File: src/rtl/datamem_arbiter.sv
// Two-port round-robin arbiter/sequencer in front of the CPU data memory.
// Define DATAMEM_ARB_FIXED_PRIO_EN to give port A fixed priority on ties.
module datamem_arbiter #(
  parameter int ADDR_W = 7
) (
  input  logic        clk,
  input  logic        reset,
  input  logic        a_req,
  input  logic        a_we,
  input  logic [31:0] a_addr,
  input  logic [31:0] a_data,
  output logic [31:0] a_q,
  output logic        a_ack,
  input  logic        b_req,
  input  logic        b_we,
  input  logic [31:0] b_addr,
  input  logic [31:0] b_data,
  output logic [31:0] b_q,
  output logic        b_ack,
  output logic [31:0] mem_addr,
  output logic        mem_we,
  output logic [31:0] mem_data,
  input  logic [31:0] mem_q
);

  typedef enum logic [1:0] {IDLE, BUSY_A, BUSY_B} state_t;

  state_t             state, state_nxt;
  logic               grant_a, grant_b;
  logic               lat_we;
  logic [ADDR_W-1:0]  lat_addr;
  logic [31:0]        lat_data;

  // Address bits above the memory depth are intentionally ignored.
  logic unused_addr_hi;
  assign unused_addr_hi = ^{a_addr[31:ADDR_W], b_addr[31:ADDR_W]};

`ifndef DATAMEM_ARB_FIXED_PRIO_EN
  logic last;
`endif

  always_comb begin
    state_nxt = state;
    grant_a   = 1'b0;
    grant_b   = 1'b0;
    case (state)
      IDLE: begin
`ifdef DATAMEM_ARB_FIXED_PRIO_EN
        if (a_req)      grant_a = 1'b1;
        else if (b_req) grant_b = 1'b1;
`else
        // On a tie the port that was not served last wins.
        if (a_req && (!b_req || last)) grant_a = 1'b1;
        else if (b_req)                grant_b = 1'b1;
`endif
        if (grant_a)      state_nxt = BUSY_A;
        else if (grant_b) state_nxt = BUSY_B;
      end
      BUSY_A, BUSY_B: state_nxt = IDLE;
      default:        state_nxt = IDLE;
    endcase
  end

  always_ff @(posedge clk) begin
    if (reset) begin
      state    <= IDLE;
      a_ack    <= 1'b0;
      b_ack    <= 1'b0;
      a_q      <= '0;
      b_q      <= '0;
      lat_we   <= 1'b0;
      lat_addr <= '0;
      lat_data <= '0;
`ifndef DATAMEM_ARB_FIXED_PRIO_EN
      last     <= 1'b1;
`endif
    end else begin
      state <= state_nxt;
      a_ack <= (state == BUSY_A);
      b_ack <= (state == BUSY_B);
      if (state == BUSY_A) a_q <= mem_q;
      if (state == BUSY_B) b_q <= mem_q;
      if (grant_a) begin
        lat_we   <= a_we;
        lat_addr <= a_addr[ADDR_W-1:0];
        lat_data <= a_data;
`ifndef DATAMEM_ARB_FIXED_PRIO_EN
        last     <= 1'b0;
`endif
      end else if (grant_b) begin
        lat_we   <= b_we;
        lat_addr <= b_addr[ADDR_W-1:0];
        lat_data <= b_data;
`ifndef DATAMEM_ARB_FIXED_PRIO_EN
        last     <= 1'b1;
`endif
      end
    end
  end

  // Reset gating keeps an aborted write from reaching memory.
  assign mem_we   = lat_we & ~reset & (state != IDLE);
  assign mem_addr = {{(32-ADDR_W){1'b0}}, lat_addr};
  assign mem_data = lat_data;

endmodule

File: config.mk
export PLATFORM = sky130hd
export DESIGN_NAME = datamem_arbiter
export DESIGN_NICKNAME = d
export VERILOG_FILES = /design/src/rtl/datamem_arbiter.sv
export SDC_FILE = /design/constraint.sdc
export NUM_CORES = 1
export LEC_CHECK = 0
export ABC_AREA = 1
export BUFFER_PORTS_ARGS = -buffer_cell sky130_fd_sc_hd__buf_4
export CAP_MARGIN = 5
export CORE_UTILIZATION = 40
export DETAILED_ROUTE_END_ITERATION = 12
export PLACE_DENSITY = 0.74
export SYNTH_ARGS = -nofsm -noshare
export SYNTH_HDL_FRONTEND = slang
export SYNTH_SLANG_ARGS = --single-unit
File: constraint.sdc
create_clock -name clk -period 2.38 [get_ports clk]
set_input_delay 0.119 -clock clk [delete_from_list [all_inputs] [get_ports clk]]
set_output_delay 0.119 -clock clk [all_outputs]
set_load 0.01 [all_outputs]
# After elaboration in Yosys (flattened, before gate mapping)
# Index checks and enable logic that the tools add are counted.
[totals]
reg_bits = 109
word_cells = 42
output_inout_bits = 131
[op_classes]
eq_ne = 2
n_bitwise = 4
reduce_logical = 9
n_mux = 17
[op_table]
columns = ["op", "count"]
rows = [
  ["$mux 32", 2],
  ["$mux 7", 2],
  ["$mux 1", 13],
  ["$reduce_bool 2->1", 3],
  ["$reduce_or 3->1", 1],
  ["$and 1x1->1", 2],
  ["$eq 2x1->1 const B", 1],
  ["$eq 2x2->1 const B", 1],
  ["$logic_not 2->1", 1],
  ["$not 1->1", 2],
  ["$reduce_or 2->1", 1],
  ["$logic_and 1x1->1", 1],
  ["$logic_not 1->1", 1],
  ["$logic_or 1x1->1", 1],
]

# Depth between registers and ports, before layout
[depth]
word_depth = 8
mapped_depth = 8
ltp_nobuf = 7

# Worst setup path before layout
# OpenSTA, ideal clock, no wires.
[synth_timing]
kind = "register to register"
start = "reg state[0]"
end = "reg a_q[0]"
n_path_buf = 1
setup_slack_ns = 1.212
required_ns = 2.264
period_less_slack_ns = 1.168
stages_incl_launch_ff = 7
arrival_ns = 1.052
cell_sequence = "dfxtp_1 inv_2 nor2_1 inv_1 buf_2 nor2_1 nor2_1"
[synth_via]
elab_chain_cells = 1
[synth_rtl]
columns = ["element", "line_no", "source"]
rows = [
  ["from (decl)", "28", "state_t state, state_nxt;"],
  ["from (signal assigned)", "78", "state <= state_nxt;"],
  ["$eq 2x1->1", "81", "if (state == BUSY_A) a_q <= mem_q;"],
  ["to (signal assigned)", "81", ""],
  ["to (decl)", "12", "output logic [31:0] a_q,"],
]
# No other way between the ends.
# A chain may end at the register's enable or synchronous reset.

# Worst setup path after layout
[layout_timing]
start = "reg state[1]"
end = "reg lat_data[17], in the netlist mem_data[17]"
[layout_via]
elab_chain_cells = 3
word_cells_on_any_way = 5
cone_classes = "mux: 3; reduce/logical: 2"
[layout_rtl]
columns = ["element", "line_no", "source"]
rows = [
  ["$logic_not 2->1 (*)", "46", "case (state)"],
  ["$mux 1", "46", ""],
  ["$mux 32 / $reduce_bool 2->1 (equally long branches)", "-", ""],
  ["to (signal assigned)", "86", "lat_data <= a_data;"],
  ["to (signal assigned)", "93", "lat_data <= b_data;"],
  ["to (decl)", "32", "logic [31:0] lat_data;"],
]
# Mark *: on every way between the ends. The rest lies on a longest branch, timed or not.

==> metrics.md <==
| Metric | Value |
|---|---|
| Status | complete, no violations |
| Syn_area_per_cell | 6.81 um^2 |
| DR WL/cell | 12.9 um |
| CTS tree | yes |
| Seq/Total Area, Yosys | 41.9% |
| Critical path arrival | 1.92 ns |
| Slowest-stage cell, CP | buf_4 |
| Ant diodes | 0 |
| EDFF count, synth | 0 |
| Buffers on Ports | 221 |
| Layout cells sized above 1 | 26.6% |
| Post CTS Setup Buffer Count | 0 |
| DRC violations left | 0 |
| Power, Total | 4.80 mW |
| P per Cell Area | 668 mW/mm^2 |
| 1st-iter DRT viols | 309 |
| Antenna Nets Post-Route | 0 |
| Clk pin slew, worst setup/hold paths | 0.08 ns |
| Total GRT Usage | 21.0% |
| Sink Count | 109 |
| RD Place Congestion | 0.740 |
| Worst Tran Pin Value | 0.649 ns |
| GRT overflow | 0 |
| Filler instances | 1,239 |
| Htree depth | 3 |
| TNS Setup | 0 ns |
| DRT Pass-1 Iters | 4 |
| Die ar. | 0.0135 mm^2 |
| WP buf/inv | 2 |
| Layout net count | 1,122 |
| Io pins | 297 |
| Cell area after synthesis | 0.00521 mm^2 |
| Crit Path Max Fanout | 64 |
| Clock skew | 0.0147 ns |
| Cell Rows | 41 |
| DP HPWL | 9.86 mm |
| RSZ-0062 raised after global routing | false |
| Max Slew Vio Count | 0 |
| Die Wd | 116 um |
| Worst skew pair latency | 0.34 ns |
| Distinct cell type count after synthesis | 21 |
| Peak VDD IR | 344 uV |
| Initial antenna violation count | 0 |
| Die Span Y | 116 um |
| Cells after synthesis | 765 |
| Crit Path Category | reg2reg |
| YS warnings | 0 |
| Worst Hold Class | in2reg |
| Max_slew headroom | 56.7% |
| Leakage | 3.78 nW |
| CTS Buf Count | 9 |
| Most frequent cells in the layout | buf_4, nor2_1, nand2_1 |
| Nature of the critical path startpoint | flop |
| Vias in the first global route | 4,755 |
| Core area | 0.0127 mm^2 |
| Hold Vio Cnt, Final | 0 |
| Initial core utilization | 41.1% |
| Max frequency | 0.608 GHz |
| Final period util | 69.1% |
| Minimum clock period | 1.65 ns |
| Wirelength, routed | 14.6 mm |
| Flops & latches, synth | 109 |
| Via Count | 5,271 |
| Root buf cell | clkbuf_16 |
| First-pass GRT wire length | 22.5 mm |
| Slowest stage delay, CP | 0.54 ns |
| Max-cap violations | 0 |
| Async set-or-reset flop fraction in the synthesized netlist | 0% |
| Avg Vias per Cell | 4.65 |
| Commonest non-fill, non-tap cell in the layout | buf_4 |
| CP delay by family, top | simple AND/OR/NAND/NOR gates |
| Largest net degree at the start of global routing | 65 |
| Top FF cell, synth | dfxtp_1 |
| CP Capture Type | flop |
| Area Overhead vs Synth | 37.9% |
| Max Buffers Root-to-Sink | 2 |
| Final setup violation count | 0 |
| Worst-path cell chain | nor2_4 -> buf_4 -> nand4_1 -> nand2_1 -> inv_1 -> nor2_1 |
| Crit path required time | 2.65 ns |
routing by layer:
layer / track usage (%) / share of wire (%) / up-vias
li1: - / - / 2728
met1: 23.9 / 43 / 2354
met2: 37.5 / 47 / 177
met3: 7.27 / 9.2 / 12
met4: 5.13 / 0.92 / 0
met5: 0 / 0 / -
worst register-to-register path: stages (launching register included):
cell and delay [ns]:
dfxtp_1 0.37, nor2_4 0.16, buf_4 0.54, nand4_1 0.28, nand2_1 0.12, inv_1 0.04
nor2_1 0.07
report_power, final:
part | total (mW) | switching (mW) | internal (mW)
clock | 1.55 | 0.713 | 0.839
sequential | 2.07 | 0.0834 | 1.99
combinational | 1.18 | 0.637 | 0.541
total | 4.80 | 1.43 | 3.37
path summary, 6_finish.rpt:
path	endpoint	slack [ns]	cells past startpoint	start
setup reg to reg	mem_data[17]	0.73	6	state[1]
hold / removal	a_q[6]	0.009	3	mem_q[6]
setup / recovery	mem_data[17]	0.73	6	state[1]
hold reg to reg	last	0.46	2	last
registers in the layout, summed over array words and instances, names as in the netlist:
| name | flops |
|---|---|
| b_ack | 1 |
| b_q | 32 |
| lat_we | 1 |
| a_q | 32 |
| last | 1 |
| a_ack | 1 |
| state | 2 |
| mem_data | 32 |
| lat_addr | 7 |
cells by family (layout without fill, tap and decap cells):
logic type | Yosys count | count (layout) | share of synthesized area, %
and+or+nand+nor | 422 | 422 | 36.6
buffers and inverters | 168 | 340 | 15.1
DFF | 109 | 109 | 41.9
AOI/OAI and AO/OA | 65 | 65 | 6.36
other | 1 | 25 | 0.0719
synth_stat cells (3+ instances only):
library cell    n  area, um^2
inv_1          84         315
nand2_1       124         465
buf_4          29         218
nand4_1        40         250
nand3_1        42         210
nand3b_1       40         300
clkbuf_1       17        63.8
buf_1           3        11.3
nor2_1        171         642
o21ai_0        64         320
buf_2          33         165
dfxtp_1       109        2180
area by class of cell:
class                      instances  area, um^2  share of cell area [%]
clock buffer                      10         229                    3.19
multi-input combinational        512        2330                    32.5
clock inverter                     6        77.6                    1.08
timing repair buffer             239        1830                    25.5
inverter                          85         319                    4.44
sequential                       109        2180                    30.4
tap                              172         215                    2.99
what timing repair did:
| action | CTS | global route |
|---|---|---|
| endpoints found under the setup margin | 0 | 0 |
| resized for setup | 0 | 0 |
| hold buffers | 4 | 0 |
| endpoints found under the hold margin | 6 | 0 |
stage by stage:
stage,hold slack (ns),instances,cell area (um^2),worst slack (ns),utilization [%]
floorplan,0.191,789,5300,1.21,-
global placement,0.344,1113,6840,0.735,54.0
detailed placement,0.353,1113,6840,0.729,54.0
CTS,0.000102,1133,7190,0.725,56.7
global route,0.00132,1133,7190,0.598,56.7
finish,0.00875,1133,7190,0.735,56.7
Note: power is estimated with default switching activity, not from simulation.
